--- src/rtl/countdown_pkg.sv ---
// Shared types and constants for the three-digit BCD countdown timer.
// Holds the FSM encoding, the BCD digit ceiling and the default prescaler period.
package countdown_pkg;

    typedef enum logic [1:0] {
        ST_IDLE  = 2'd0,
        ST_RUN   = 2'd1,
        ST_PAUSE = 2'd2,
        ST_DONE  = 2'd3
    } state_t;

    localparam logic [3:0] BCD_MAX          = 4'd9;
    localparam int         TICK_MAX_DEFAULT = 50_000_000;

    typedef struct packed {
        logic [3:0] d2;
        logic [3:0] d1;
        logic [3:0] d0;
    } bcd3_t;

    // Digits entered as A..F are treated as the largest legal BCD digit.
    function automatic logic [3:0] bcd_clamp(input logic [3:0] digit);
        return (digit > BCD_MAX) ? BCD_MAX : digit;
    endfunction

    function automatic bcd3_t bcd3_clamp(input bcd3_t value);
        bcd3_t result;
        result.d2 = bcd_clamp(value.d2);
        result.d1 = bcd_clamp(value.d1);
        result.d0 = bcd_clamp(value.d0);
        return result;
    endfunction

endpackage

--- src/rtl/countdown_tick_gen.sv ---
// Prescaler for the countdown timer: counts enabled cycles and strobes tick on
// the cycle in which the count wraps from TICK_MAX-1 back to 0.
module countdown_tick_gen #(
    parameter int TICK_MAX = 2
) (
    input  logic clk,
    input  logic clr,
    input  logic en,
    input  logic sync_clear,
    output logic tick
);

    localparam int             CW   = (TICK_MAX > 2) ? $clog2(TICK_MAX) : 1;
    localparam logic [CW-1:0]  LAST = CW'(TICK_MAX - 1);

    logic [CW-1:0] cnt;
    logic          at_last;

    assign at_last = (cnt == LAST);

    // The strobe is combinational so the parent can step the count on the
    // very edge where the prescaler wraps.
    assign tick = en && !sync_clear && at_last;

    // NOTE: state registers use non-blocking assignments so every flop samples
    // pre-edge values regardless of process evaluation order.
    always_ff @(posedge clk or negedge clr) begin
        if (!clr) begin
            cnt <= '0;
        end else if (sync_clear) begin
            cnt <= '0;
        end else if (en) begin
            cnt <= at_last ? '0 : cnt + CW'(1);
        end
    end

endmodule

--- src/rtl/countdown_timer.sv ---
// Three-digit BCD countdown timer with load, run/pause, and a latched alarm.
// Every output is a flop; the FSM computes next values and registers them.
module countdown_timer
    import countdown_pkg::*;
#(
    parameter int TICK_MAX = TICK_MAX_DEFAULT
) (
    input  logic       clk,
    input  logic       clr,
    input  logic       load,
    input  logic       go,
    input  logic [3:0] set_d0,
    input  logic [3:0] set_d1,
    input  logic [3:0] set_d2,
    output logic [3:0] d0,
    output logic [3:0] d1,
    output logic [3:0] d2,
    output logic       running,
    output logic       alarm,
    output logic       expire
);

    state_t state;
    state_t next_state;

    bcd3_t  count;
    bcd3_t  count_set;
    bcd3_t  count_dec;
    logic   count_zero;
    logic   dec_zero;

    logic   tick;
    logic   tick_en;

    logic   running_nxt;
    logic   alarm_nxt;
    logic   expire_nxt;

    // A pause takes effect on the cycle go drops, so the prescaler never
    // advances in the RUN->PAUSE transition cycle.
    assign tick_en = (state == ST_RUN) && go;

    countdown_tick_gen #(
        .TICK_MAX (TICK_MAX)
    ) u_tick_gen (
        .clk        (clk),
        .clr        (clr),
        .en         (tick_en),
        .sync_clear (load),
        .tick       (tick)
    );

    assign count_set  = bcd3_clamp('{d2: set_d2, d1: set_d1, d0: set_d0});
    assign count_zero = (count == '0);
    assign dec_zero   = (count_dec == '0);

    // NOTE: every signal assigned in always_comb gets a default first, so no
    // path through the block can leave it unassigned and infer a latch.
    always_comb begin
        count_dec = count;
        if (count_zero) begin
            count_dec = '0;
        end else if (count.d0 != 4'd0) begin
            count_dec.d0 = count.d0 - 4'd1;
        end else begin
            count_dec.d0 = BCD_MAX;
            if (count.d1 != 4'd0) begin
                count_dec.d1 = count.d1 - 4'd1;
            end else begin
                count_dec.d1 = BCD_MAX;
                count_dec.d2 = count.d2 - 4'd1;
            end
        end
    end

    always_ff @(posedge clk or negedge clr) begin
        if (!clr) begin
            count <= '0;
        end else if (load) begin
            count <= count_set;
        end else if (tick && !count_zero) begin
            count <= count_dec;
        end
    end

    always_ff @(posedge clk or negedge clr) begin
        if (!clr) begin
            state   <= ST_IDLE;
            running <= 1'b0;
            alarm   <= 1'b0;
            expire  <= 1'b0;
        end else begin
            state   <= next_state;
            running <= running_nxt;
            alarm   <= alarm_nxt;
            expire  <= expire_nxt;
        end
    end

    always_comb begin
        next_state = state;
        if (load) begin
            next_state = ST_IDLE;
        end else begin
            unique case (state)
                ST_IDLE: begin
                    if (go && !count_zero) begin
                        next_state = ST_RUN;
                    end
                end
                ST_RUN: begin
                    if (!go) begin
                        next_state = ST_PAUSE;
                    end else if (tick && dec_zero) begin
                        next_state = ST_DONE;
                    end
                end
                ST_PAUSE: begin
                    if (go) begin
                        next_state = ST_RUN;
                    end
                end
                ST_DONE: begin
                    next_state = ST_DONE;
                end
                default: begin
                    next_state = ST_IDLE;
                end
            endcase
        end
    end

    // Outputs are decoded from next_state and then registered, which keeps them
    // cycle-aligned with state while avoiding any input-to-output comb path.
    always_comb begin
        running_nxt = (next_state == ST_RUN);
        alarm_nxt   = (next_state == ST_DONE);
        expire_nxt  = (next_state == ST_DONE) && (state != ST_DONE);
    end

    assign d0 = count.d0;
    assign d1 = count.d1;
    assign d2 = count.d2;

endmodule

--- config.mk ---
export PLATFORM = sky130hd
export DESIGN_NAME = countdown_timer
export DESIGN_NICKNAME = d
export VERILOG_FILES = /design/src/rtl/countdown_pkg.sv /design/src/rtl/countdown_tick_gen.sv /design/src/rtl/countdown_timer.sv
export SDC_FILE = /design/constraint.sdc
export NUM_CORES = 1
export LEC_CHECK = 0
export CAP_MARGIN = 10
export CORE_MARGIN = 4
export CORE_UTILIZATION = 30
export DETAILED_ROUTE_END_ITERATION = 8
export GPL_TIMING_DRIVEN = 1
export HOLD_SLACK_MARGIN = 0.02
export MAX_ROUTING_LAYER = met4
export PLACE_DENSITY = 0.51
export SETUP_SLACK_MARGIN = 0.02
export SLEW_MARGIN = 20
export SYNTH_ARGS = -nofsm -noshare
export SYNTH_HDL_FRONTEND = slang
export SYNTH_SLANG_ARGS = --single-unit
--- constraint.sdc ---
create_clock -name clk -period 2.4 [get_ports clk]
set_input_delay 0.6 -clock clk [delete_from_list [all_inputs] [get_ports clk]]
set_output_delay 0.6 -clock clk [all_outputs]
set_load 0.005 [all_outputs]
==> impl_results.md <==
- Die Height: 103.2 µm
- Final Wtd Congestion: 0.8875
- Root buffer cell: clkbuf_8
- Vias per cell: 5.507
- Number of synthesized flops with an enable pin: 0
- Count leader, synth: dfrtp_1
- Area contributors post-synth: dfrtp_1 (40%), a31oi_1 (6.0%), nand2_1 (3.7%)
- CTS tree: yes
- Seq cells post-synth: 43
- Setup-failing EPs final: 0
- Initial antenna violation count: 0
- Hold_buf cts: 0
- 1st-pass router iterations: 4
- Final period utilization: 0.9906
- Max Fanout on Critical Path: 4
- Crit path DAT: 2.57 ns
- Status: completed
- Drt wl/cell: 16.11 µm
- Die Width: 103.2 µm
- Worst Hold Class: input pin to async pin
- Starting DRC count in detailed routing: 93
- Critical path startpoint category: flop
- Core box area: 0.008763 mm²
- Gr usage total: 0.1559
- Full die area: 0.01065 mm²
- H-tree depth: 2
- Synth top area share: 0.3958
- Post-route ant nets: 0
- Syn nets: 330
- Worst-Margin Slew: 0.4653 ns
- First-pass GRT wire length: 12820 µm
- Final Hold Viols: 0
- Async SR Flop Fraction: 1.000
- Setup TNS: 0 ns
- FP Rows: 34
- Final Power: 1.496 mW
- Vias: 2605
- Peak VDD IR: 0.0002036 V
- Diode count: 0
- I/O Buffers: 30
- Vias in the first global route: 2551
- Post-synth design cell area: 0.002719 mm²
- Lkg Pwr: 1.394 nW
- Pin count of the biggest net entering global routing: 44
- Register area share after synthesis: 0.3958
- Slowest CP cell: or4_4
- Synth Instances: 309
- Clk pin slew, worst setup/hold paths: 0.08 ns
- CP Cell Sequence: inv_2 -> ha_4 -> or3b_4 -> nand3b_1 -> a211o_1 -> or4_4 -> and4_1
- Initial core utilization: 0.3103
- Grt ovf: 0
- Worst slack at placement: -0.05888 ns
- Clock Sinks: 43
- RSZ-0062 raised after global routing: true
- Worst-case clock buffer depth: 2
- Total CTS buffers: 5
- Crit path time final: 2.377 ns
- Storage cell area: 0.001076 mm²
- Footprint of the multi-input gates: 0.001536 mm²
- Fin nets: 387
- Layout cells sized above 1: 0.1753
- Worst skew pair latency: 0.30 ns
- Setup crit end kind: flop
- Crit path largest cell delay: 0.56 ns
- CP Class: flop to flop
- Fillers: 911
- Cell taking the most area after synthesis: dfrtp_1
- Slew margin rel.: 0.6872
- Total of max-cap violations: 0
- Worst hold margin: 0.2345 ns
- Final worst slack: 0.02256 ns
- Post-route DRC: 0
- Yosys warns: 0
- Max Freq: 420.6 MHz
- Layout Skew: 0.007271 ns
- Io pins: 31
- Synth top cells by count: dfrtp_1 (43), nand2_1 (27), a31oi_1 (26), a21oi_1 (20), nor2_1 (18)
- CP required: 2.59 ns
- Area delta synth->final: 27.47%
- Top_reg_cell synth: dfrtp_1
- Fin. max-slew vios: 0
- Post-DP HPWL: 5702 µm
- Distinct cells, synth: 55
- Total Wirelength: 7618 µm
- Pwr Density: 431.8 mW/mm²
- Worst path bufs/invs: 1
- CP delay by family, top: simple AND/OR/NAND/NOR gates
- Syn Area/Cell: 8.799 µm²
-- cell families (layout without fill, tap and decap cells) --
family	after synthesis	count (layout)	synth area share
AOI/OAI and AO/OA	87	87	0.2071
xor gates and xnor gates	2	2	0.006444
adders and majority gates	6	6	0.02669
buffers and inverters	32	88	0.04832
DFF	43	43	0.3958
muxes	10	10	0.03774
and+or+nand+nor	129	129	0.2780
-- flip-flops by register name, indices dropped and copies added (netlist names) --
register	flops
u_tick_gen.cnt	26
d0	4
d1	4
d2	4
state	2
alarm	1
expire	1
running	1
-- metal layers --
layer  share of wire  GRT usage
met1            0.46     0.2016
met2            0.47     0.2526
met3           0.048    0.02817
met4           0.018    0.04084
met5               0          -
-- through the flow --
stage / cell area, µm² / std cells / util
3_5_place_dp: 3357 / 465 / 0.3831
5_1_grt: 3466 / 473 / 0.3955
4_1_cts: 3432 / 471 / 0.3916
6_report: 3466 / 473 / 0.3955
3_3_place_gp: 3357 / 465 / 0.3831
2_1_floorplan: 2719 / 309 / -
-- power breakdown --
| group | total, mW | leakage [nW] | internal [mW] | switching, mW |
|---|---|---|---|---|
| Sequential | 0.767 | 0.576 | 0.744 | 0.0227 |
| Clock | 0.444 | 0.0371 | 0.195 | 0.249 |
| Combinational | 0.285 | 0.781 | 0.150 | 0.135 |
-- final cells by class --
class / count / share of cell area
clock buffers: 6 / 0.02094
inverters: 14 / 0.01516
multi-input cells: 234 / 0.4433
flip-flops and latches: 43 / 0.3105
well taps: 108 / 0.03899
repair buffers: 68 / 0.1711
-- timing repair --
action                                  4_1_cts  5_1_grt
pin swaps                                     0        5
hold endpoints to repair                      0        0
resized for setup                             1        8
buffers inserted                              0        2
endpoints found under the setup margin        1        2
-- cells in the final DEF, fill, tap and decap left out, drive strengths merged, types with 5 or more instances in the layout --
cell and n:
nor3 7, a41oi 5, nand2 27, buf 39, a21oi 20, and4 8
clkbuf 6, dfrtp 43, a31oi 26, nand4 9, nor2 18, ha 5
nand3 17, mux2i 8, clkdlybuf4s50 29, nor4 5, inv 14, o21ai 14
-- worst paths after layout --
path | endpoint | depth (start not counted) | slack [ns] | from
worst max-delay path | running | 7 | 0.02 | d2[1]
worst min-delay path | running | 1 | 0.23 | clr
worst max register to register | running | 7 | 0.02 | d2[1]
worst min register to register | u_tick_gen.cnt[17] | 1 | 0.51 | u_tick_gen.cnt[17]
max in group asynchronous | u_tick_gen.cnt[24] | 2 | 1.60 | clr
min in group clk | u_tick_gen.cnt[17] | 1 | 0.51 | u_tick_gen.cnt[17]
(Power assumes the default switching activity.)
